===== src/rtl/ahb_apb_arbiter.sv =====
// ahb_apb_arbiter
// Grants the shared APB master port of the multi-AHB bridge to one of NUM_REQ
// AHB-side requesters at a time. Supports round-robin (ARB_TYPE=0) and
// weighted round-robin (ARB_TYPE=1). It honours locked (HMASTLOCK) sequences
// for up to MAX_LOCK consecutive transfers. The grant is released or handed
// off on APB transfer completion.
//
// Ports:
//   HCLK       in   clock
//   HRESETn    in   synchronous active-low reset
//   req        in   [NUM_REQ]  pending APB transfer per requester (level)
//   lock       in   [NUM_REQ]  requester's current transfer is locked
//   xfer_done  in   one-cycle pulse: granted APB transfer completed
//   gnt        out  [NUM_REQ]  one-hot registered grant
//   gnt_idx    out  [IDX_W]    binary index of the owner (0 when no grant)
//   gnt_valid  out  a grant is active
//   locked     out  current owner is held by a lock
//   lock_err   out  one-cycle pulse: lock broken by MAX_LOCK timeout
module ahb_apb_arbiter #(
  parameter int NUM_REQ  = 2,
  parameter int ARB_TYPE = 0,
  parameter int WEIGHT_W = 4,
  parameter logic [NUM_REQ*WEIGHT_W-1:0] WEIGHTS = {NUM_REQ{WEIGHT_W'(1)}},
  parameter int MAX_LOCK = 16,
  parameter int IDX_W    = (NUM_REQ > 1) ? $clog2(NUM_REQ) : 1
) (
  input  logic               HCLK,
  input  logic               HRESETn,
  input  logic [NUM_REQ-1:0] req,
  input  logic [NUM_REQ-1:0] lock,
  input  logic               xfer_done,
  output logic [NUM_REQ-1:0] gnt,
  output logic [IDX_W-1:0]   gnt_idx,
  output logic               gnt_valid,
  output logic               locked,
  output logic               lock_err
);

  localparam int unsigned N      = NUM_REQ;
  localparam int          LCNT_W = (MAX_LOCK > 1) ? $clog2(MAX_LOCK) : 1;
  localparam logic [LCNT_W-1:0] LCNT_MAX = LCNT_W'(MAX_LOCK - 1);
  localparam logic [IDX_W-1:0]  IDX_LAST = IDX_W'(NUM_REQ - 1);

  typedef enum logic {S_IDLE, S_OWN} state_e;

  state_e              state_q;
  logic [NUM_REQ-1:0]  gnt_q;
  logic [IDX_W-1:0]    idx_q;
  logic                valid_q;
  logic                locked_q;
  logic                lock_err_q;
  logic [IDX_W-1:0]    ptr_q;
  logic [WEIGHT_W-1:0] credit_q;
  logic [LCNT_W-1:0]   lcnt_q;

  logic [IDX_W-1:0]    ptr_nxt_d;
  logic [IDX_W-1:0]    idle_win_d;
  logic [IDX_W-1:0]    hand_win_d;
  logic [WEIGHT_W-1:0] idle_credit_d;
  logic [WEIGHT_W-1:0] hand_credit_d;
  logic                own_req_d;
  logic                own_lock_d;

  // First asserted request scanning upward from start, wrapping at NUM_REQ.
  // Scanning in reverse lets the closest hit overwrite farther ones.
  function automatic logic [IDX_W-1:0] pick(input logic [NUM_REQ-1:0] r,
                                            input logic [IDX_W-1:0]   start);
    logic [IDX_W-1:0] res;
    int unsigned      idx;
    res = start;
    for (int unsigned k = N; k > 0; k--) begin
      idx = (32'(start) + k - 1) % N;
      if (r[IDX_W'(idx)]) res = IDX_W'(idx);
    end
    return res;
  endfunction

  // Credit = extra consecutive transfers beyond the first; weight 0 acts as 1.
  function automatic logic [WEIGHT_W-1:0] credit_for(input logic [IDX_W-1:0] w);
    logic [WEIGHT_W-1:0] wt;
    wt = '0;
    for (int unsigned i = 0; i < N; i++) begin
      if (w == IDX_W'(i)) wt = WEIGHTS[i*WEIGHT_W +: WEIGHT_W];
    end
    if (ARB_TYPE == 0 || wt == '0) return '0;
    return wt - 1'b1;
  endfunction

  always_comb begin
    ptr_nxt_d     = (idx_q == IDX_LAST) ? '0 : idx_q + 1'b1;
    idle_win_d    = pick(req, ptr_q);
    // Owner sits last in a scan starting at owner+1, so it only wins again
    // when nobody else is requesting.
    hand_win_d    = pick(req, ptr_nxt_d);
    idle_credit_d = credit_for(idle_win_d);
    hand_credit_d = credit_for(hand_win_d);
    own_req_d     = req[idx_q];
    own_lock_d    = lock[idx_q];
  end

  always_ff @(posedge HCLK) begin
    lock_err_q <= 1'b0;
    if (!HRESETn) begin
      state_q  <= S_IDLE;
      gnt_q    <= '0;
      idx_q    <= '0;
      valid_q  <= 1'b0;
      locked_q <= 1'b0;
      ptr_q    <= '0;
      credit_q <= '0;
      lcnt_q   <= '0;
    end else begin
      case (state_q)
        S_IDLE: begin
          if (|req) begin
            state_q  <= S_OWN;
            gnt_q    <= NUM_REQ'(1) << idle_win_d;
            idx_q    <= idle_win_d;
            valid_q  <= 1'b1;
            locked_q <= 1'b0;
            credit_q <= idle_credit_d;
            lcnt_q   <= '0;
          end
        end
        S_OWN: begin
          if (!xfer_done) begin
            if (!own_req_d) begin
              state_q  <= S_IDLE;
              gnt_q    <= '0;
              idx_q    <= '0;
              valid_q  <= 1'b0;
              locked_q <= 1'b0;
              ptr_q    <= ptr_nxt_d;
            end
          end else if (own_lock_d && own_req_d && lcnt_q < LCNT_MAX) begin
            lcnt_q   <= lcnt_q + 1'b1;
            locked_q <= 1'b1;
          end else if (own_req_d && !own_lock_d && credit_q != '0) begin
            // A locked request at the lock limit must rotate, so credit
            // only applies to unlocked requests.
            credit_q <= credit_q - 1'b1;
            locked_q <= 1'b0;
          end else begin
            ptr_q      <= ptr_nxt_d;
            locked_q   <= 1'b0;
            lock_err_q <= own_lock_d && own_req_d;
            if (|req) begin
              gnt_q    <= NUM_REQ'(1) << hand_win_d;
              idx_q    <= hand_win_d;
              credit_q <= hand_credit_d;
              lcnt_q   <= '0;
            end else begin
              state_q <= S_IDLE;
              gnt_q   <= '0;
              idx_q   <= '0;
              valid_q <= 1'b0;
            end
          end
        end
        default: state_q <= S_IDLE;
      endcase
    end
  end

  assign gnt       = gnt_q;
  assign gnt_idx   = idx_q;
  assign gnt_valid = valid_q;
  assign locked    = locked_q;
  assign lock_err  = lock_err_q;

endmodule

===== config.mk =====
export PLATFORM = sky130hd
export DESIGN_NAME = ahb_apb_arbiter
export DESIGN_NICKNAME = d
export VERILOG_FILES = /design/src/rtl/ahb_apb_arbiter.sv
export SDC_FILE = /design/constraint.sdc
export NUM_CORES = 1
export LEC_CHECK = 0
export BUFFER_PORTS_ARGS = -buffer_cell sky130_fd_sc_hd__buf_2
export CORE_UTILIZATION = 53
export DETAILED_ROUTE_END_ITERATION = 10
export PLACE_DENSITY = 0.72
export SYNTH_ARGS = -nofsm -noshare
export SYNTH_HDL_FRONTEND = slang
export SYNTH_SLANG_ARGS = --single-unit

===== constraint.sdc =====
create_clock -name HCLK -period 3.65 [get_ports HCLK]
set_input_delay 0.1825 -clock HCLK [delete_from_list [all_inputs] [get_ports HCLK]]
set_output_delay 0.1825 -clock HCLK [all_outputs]
set_load 0.05 [all_outputs]

* After elaboration in Yosys (flattened, before gate mapping)
Index checks and enable logic that the tools add are counted.
Operators by class: add/sub/neg operators 11, order comparisons 6, equal/unequal tests 11, shift operators 2, muxes and demuxes 61, bitwise operators 3, reductions and logical operators 14
Operators by type and width (number):
- $mux 1 | 40
- $mux 4 | 8
- $pmux 4 s2 | 2
- $ne 3x3->1 const B | 5
- $mux 2 | 6
- $ne 2x2->1 const B | 6
- $lt 1x2->1 const B | 5
- $pmux 1 s2 | 4
- $reduce_and 4->1 | 2
- $reduce_and 2->1 | 3
- $add 1x1->1 const B | 5
- $reduce_and 5->1 | 1
- $reduce_or 5->1 | 1
- $add 4x1->4 const B | 1
- $logic_and 1x1->1 | 4
- $lt 4x4->1 const B | 1
- $pmux 2 s2 | 1
- $reduce_bool 4->1 | 1
- $shl 1x1->2 const A | 2
- $sub 1x1->1 const B | 4
- $sub 4x1->4 const B | 1
- $not 1->1 | 3
- $reduce_or 2->1 | 1
- $logic_not 1->1 | 1
Storage, ports and cells: register bits after elaboration 16, bits of input ports 7, output and inout bits 6, word-level logic and storage cells 117

* Depth between registers and ports, before layout
depth after elaboration 14, gate-level depth with buffers 7, mapped depth without buffers 7

* Worst setup path after synthesis
Ideal clock, no wire load.
path kind register to register, start register idx_q (netlist: gnt_idx), end register gnt_q[0] (netlist: gnt[0]), setup time 116 ps, data arrival time 1674 ps, required time 3534 ps, slack 1860 ps, stages on the path, launching flop included 6, path buffers 1, clock period less this slack 1790 ps, path through dfxtp_1 > buf_4 > o21ai_2 > a311oi_4 > o221ai_2 > o211a_1
On the way: word-level cells in the longest chain between the ends 14, elaborated cells on any way between the ends 31, those cells by class add/sub (5); eq/ne (3); shift (1); mux (16); reduce/logical (6)
Ends and longest elaborated chain:
- from (decl) | line 48 | logic [IDX_W-1:0] idx_q;
- from (signal assigned) | line 118 | idx_q <= idle_win_d;
- from (signal assigned) | line 149 | idx_q <= hand_win_d;
- $add 1x1->1 | line 90 | ptr_nxt_d = (idx_q == IDX_LAST) ? '0 : idx_q + 1'b1;
- $mux 1 | line 90
- $add 1x1->1 | line 72 | idx = (32'(start) + k - 1) % N;
- $sub 1x1->1 | line 72
- $mux 1 (not written as such) (2 in series) | line 73 | if (r[IDX_W'(idx)]) res = IDX_W'(idx);
- $mux 1 (2 in series) | line 73
- $shl 1x1->2 | line 148 | gnt_q <= NUM_REQ'(1) << hand_win_d;
- $mux 2 | line 147 | if (|req) begin
- $mux 2 | line 138 | end else if (own_req_d && !own_lock_d && credit_q != '0) begin
- $mux 2 | line 135 | end else if (own_lock_d && own_req_d && lcnt_q < LCNT_MAX) begin
- $mux 2 | line 126 | if (!xfer_done) begin
- $pmux 2 s2 | line 113 | case (state_q)
- to (signal assigned) | line 117 | gnt_q <= NUM_REQ'(1) << idle_win_d;
- to (signal assigned) | line 148
- to (decl) | line 47 | logic [NUM_REQ-1:0] gnt_q;
Several ways; a longest one is shown, not always the timed one. The select of a mux whose other input is x is not followed. A chain may end at the register's enable or synchronous reset.

* Worst setup path after layout
start register idx_q (netlist: gnt_idx), end register credit_q[2]
On the way: word-level cells in the longest chain between the ends 9, elaborated cells on any way between the ends 15, those cells by class eq/ne (1); mux (8); reduce/logical (6)
Ends and longest elaborated chain:
- $mux 1 (not written as such) (2 in series) | line 98 | own_lock_d = lock[idx_q];
- $logic_not 1->1 | line 138
- $logic_and 1x1->1 (2 in series) | line 138
- $mux 4 | line 138
- $mux 4 | line 135
- $mux 4 | line 126
- $pmux 4 s2 | line 113
- to (signal assigned) | line 121 | credit_q <= idle_credit_d;
- to (signal assigned) | line 141 | credit_q <= credit_q - 1'b1;
- to (signal assigned) | line 150 | credit_q <= hand_credit_d;
- to (decl) | line 53 | logic [WEIGHT_W-1:0] credit_q;
Several ways; a longest one is shown, not always the timed one. The select of a mux whose other input is x is not followed.

==> flow_metrics.env <==
export IMPL_status="completed"
export IMPL_peakVddDrop_mv=0.238
export IMPL_numCtsBuffers=3
export IMPL_post_cts_resize_count=0
export IMPL_worst_setup_path_start_kind="register"
export IMPL_routed_wl_um=1930
export IMPL_synthCells=113
export IMPL_ant_nets=0
export IMPL_clock_latency_ns=0.28
export IMPL_hold_path_end="ptr_q"
export IMPL_cp_required_ns=3.87
export IMPL_post_cts_buffers=0
export IMPL_setup_viol=0
export IMPL_slew_viol_final=0
export IMPL_worstSetupPathType="reg2reg"
export IMPL_clock_fmax_mhz=557
export IMPL_hold_class="in2reg"
export IMPL_crit_path_frequent_cell="o21ai_1"
export IMPL_gp_congestion=0.797
export IMPL_min_path_cells=2
export IMPL_initial_utilization_pct=56.1
export IMPL_fin_ws_ns=1.86
export IMPL_grt_setup_unrepaired="no"
export IMPL_clk_pin_slew_ns=0.09
export IMPL_vias=857
export IMPL_instances_no_fill=147
export IMPL_hp_start="HRESETn"
export IMPL_chipHeight_um=44.7
export IMPL_crit_chain="mux2_4 -> or2_4 -> nor4_2 -> o21ai_1 -> o21ai_1"
export IMPL_muxShareOfSynthArea_pct=3.62
export IMPL_grt_max_degree=15
export IMPL_grt_antenna_before_repair=0
export IMPL_synth_xor_area_share_pct=0
export IMPL_fin_crit_ns=1.79
export IMPL_rows=15
export IMPL_antenna_cells=0
export IMPL_port_buffers=12
export IMPL_powerDensity_nw_per_um2=345
export IMPL_hold_viol_final=0
export IMPL_synth_seq_cells=15
export IMPL_dp_cells=143
export IMPL_post_place_ws_ns=1.87
export IMPL_grt_pass1_wl_um=3370
export IMPL_yosys_area_share_simple_pct=24.7
export IMPL_dieWidth_um=44.7
export IMPL_r2r_cells=5
export IMPL_rrSetupSlack_ns=1.86
export IMPL_cts_sinks=15
export IMPL_crit_fanout=14
export IMPL_postSynthAreaPerCell_um2=8.57
export IMPL_reg2reg_to="credit_q[2]"
export IMPL_synth_ff_type="dfxtp_1"
export IMPL_cts_root_buffer="clkbuf_4"
export IMPL_vias_per_cell=5.83
export IMPL_tightest_slew_ns=0.505
export IMPL_grt_pass1_vias=817
export IMPL_pin_count=13
export IMPL_yosys_top_cells_area="dfxtp_1 31%, a21oi_1 4.1%, nand2_1 3.9%, nor2_1 3.9%, a311oi_4 2.7%"
export IMPL_htree_levels=1
export IMPL_cts_tree="yes"
export IMPL_synth_edf_count=0
export IMPL_synthAdderAreaFrac_pct=3.62
export IMPL_synth_yosys_seq_area_share_pct=31.0
export IMPL_grt_ovfl_total=0
export IMPL_core_um2=1730
export IMPL_maxCapViolCount=0
export IMPL_synth_nets=122
export IMPL_tns_ns=0
export IMPL_rr_startpoint="gnt_idx"
export IMPL_drt_iter0_drc=15
export IMPL_worstPathArrival_ns=2.01
export IMPL_end_kind="register"
export IMPL_post_dp_hpwl_um=1490
export IMPL_layout_common_cells="15 x dfxtp_1, 12 x buf_2, 10 x nand2_1, 10 x nor2_1, 8 x a21oi_1"
export IMPL_synth_top_area_cell="dfxtp_1"
export IMPL_crit_path_max_incr_delay_ns=0.65
export IMPL_clk_path_buf_depth=2
export IMPL_synthesis_area_um2=968
export IMPL_slew_headroom_pct=66.3
export IMPL_leakage_nw=0.400
export IMPL_drt_pass1_iter_count=4
export IMPL_clock_skew_ns=0.00128
export IMPL_area_growth_pct=8.14
export IMPL_final_nets=132
export IMPL_synth_top_family_by_area="compound AO/OA/AOI/OAI gates"
export IMPL_drc=0
export IMPL_period_share_pct=49.2
export IMPL_layout_commonest_cell="dfxtp_1"
export IMPL_track_usage_pct=22.7
export IMPL_utilization_pct=60.7
export IMPL_dieArea_um2=2000
export IMPL_async_reset_ff_share_pct=0
export IMPL_synth_compound_area_share_pct=30.4
export IMPL_drive_gt1_share_pct=27.0
export IMPL_slowest_stage="dfxtp_1"
export IMPL_cts_hold_fix_buffers=0
export IMPL_synth_top_area_share_pct=31.0
export IMPL_yosys_warnings=0
export IMPL_synth_distinct_cells=49
export IMPL_wire_per_inst_um=13.1
## worst max path at each step
stage | from | endpoint | slack, ns | cells after the start
2_1_floorplan | gnt_idx | gnt[0] | 1.86 | 5
3_3_place_gp | gnt_idx | credit_q[2] | 1.92 | 5
3_5_place_dp | gnt_idx | credit_q[2] | 1.87 | 5
4_1_cts | gnt_idx | credit_q[2] | 1.85 | 5
5_1_grt | gnt_idx | credit_q[2] | 1.74 | 5
6_report | gnt_idx | credit_q[2] | 1.86 | 5
## flip-flops by register name, indices dropped and copies added, names as in the netlist
register and count:
lcnt_q 4, lock_err 1, ptr_q 1, state_q 1, gnt_valid 1, gnt 1, gnt_idx 1, credit_q 4
locked 1
## synth_stat cells, types with 2 or more instances
| library cell | instances |
|---|---|
| nor3_1 | 3 |
| a21oi_1 | 8 |
| buf_4 | 2 |
| nand2_1 | 10 |
| o21ai_0 | 5 |
| dfxtp_1 | 15 |
| ha_1 | 2 |
| inv_1 | 6 |
| nor2_1 | 10 |
| o21ai_1 | 4 |
| o21ai_2 | 2 |
| a32oi_1 | 3 |
| o211a_1 | 2 |
| nand3_1 | 2 |
| buf_2 | 4 |
| mux2i_1 | 2 |
## through the flow
step	hold slack, ns	power [mW]	instance area [um2]
2_1_floorplan	0.315	0.255	968
3_3_place_gp	0.469	0.268	1020
3_5_place_dp	0.475	0.269	1020
4_1_cts	0.198	0.362	1050
5_1_grt	0.187	0.379	1050
6_report	0.198	0.361	1050
## cell families after synthesis
kind of cell             Yosys count
AO/OA/AOI/OAI                     37
adder cells (fa/ha/maj)            3
buffers and inverters             14
flip-flops                        15
multiplexers                       3
AND/OR/NAND/NOR                   41
## cell type report
| class | count | area (um2) |
|---|---|---|
| Tap cell | 25 | 31.3 |
| Sequential cell | 15 | 300 |
| Multi-Input combinational cell | 84 | 603 |
| Fill cell | 169 | 679 |
| Inverter | 7 | 26.3 |
| Clock buffer | 4 | 26.3 |
| Timing Repair Buffer | 12 | 60.1 |
## critical path: cells and delay by family (launching register included)
kind             cells  cell delay, ns
AO/OA/AOI/OAI        2            0.20
flip-flops           1            0.65
multiplexers         1            0.37
AND/OR/NAND/NOR      2            0.52
## routing by layer
layer | vias to the layer above | routed length (um) | track usage, %
li1 | 437 | - | -
met3 | 2 | 43 | 3.60
met5 | - | 0 | 0
met2 | 14 | 885 | 41.5
met1 | 404 | 983 | 26.7
met4 | 0 | 17 | 7.88
## where the power goes
part | total [mW] | internal [mW] | switching (mW)
registers | 0.181 | 0.170 | 0.0108
clock network | 0.0958 | 0.0424 | 0.0533
logic | 0.0849 | 0.0285 | 0.0564
total | 0.361 | 0.241 | 0.121
Note: power is estimated with default switching activity, not from simulation.
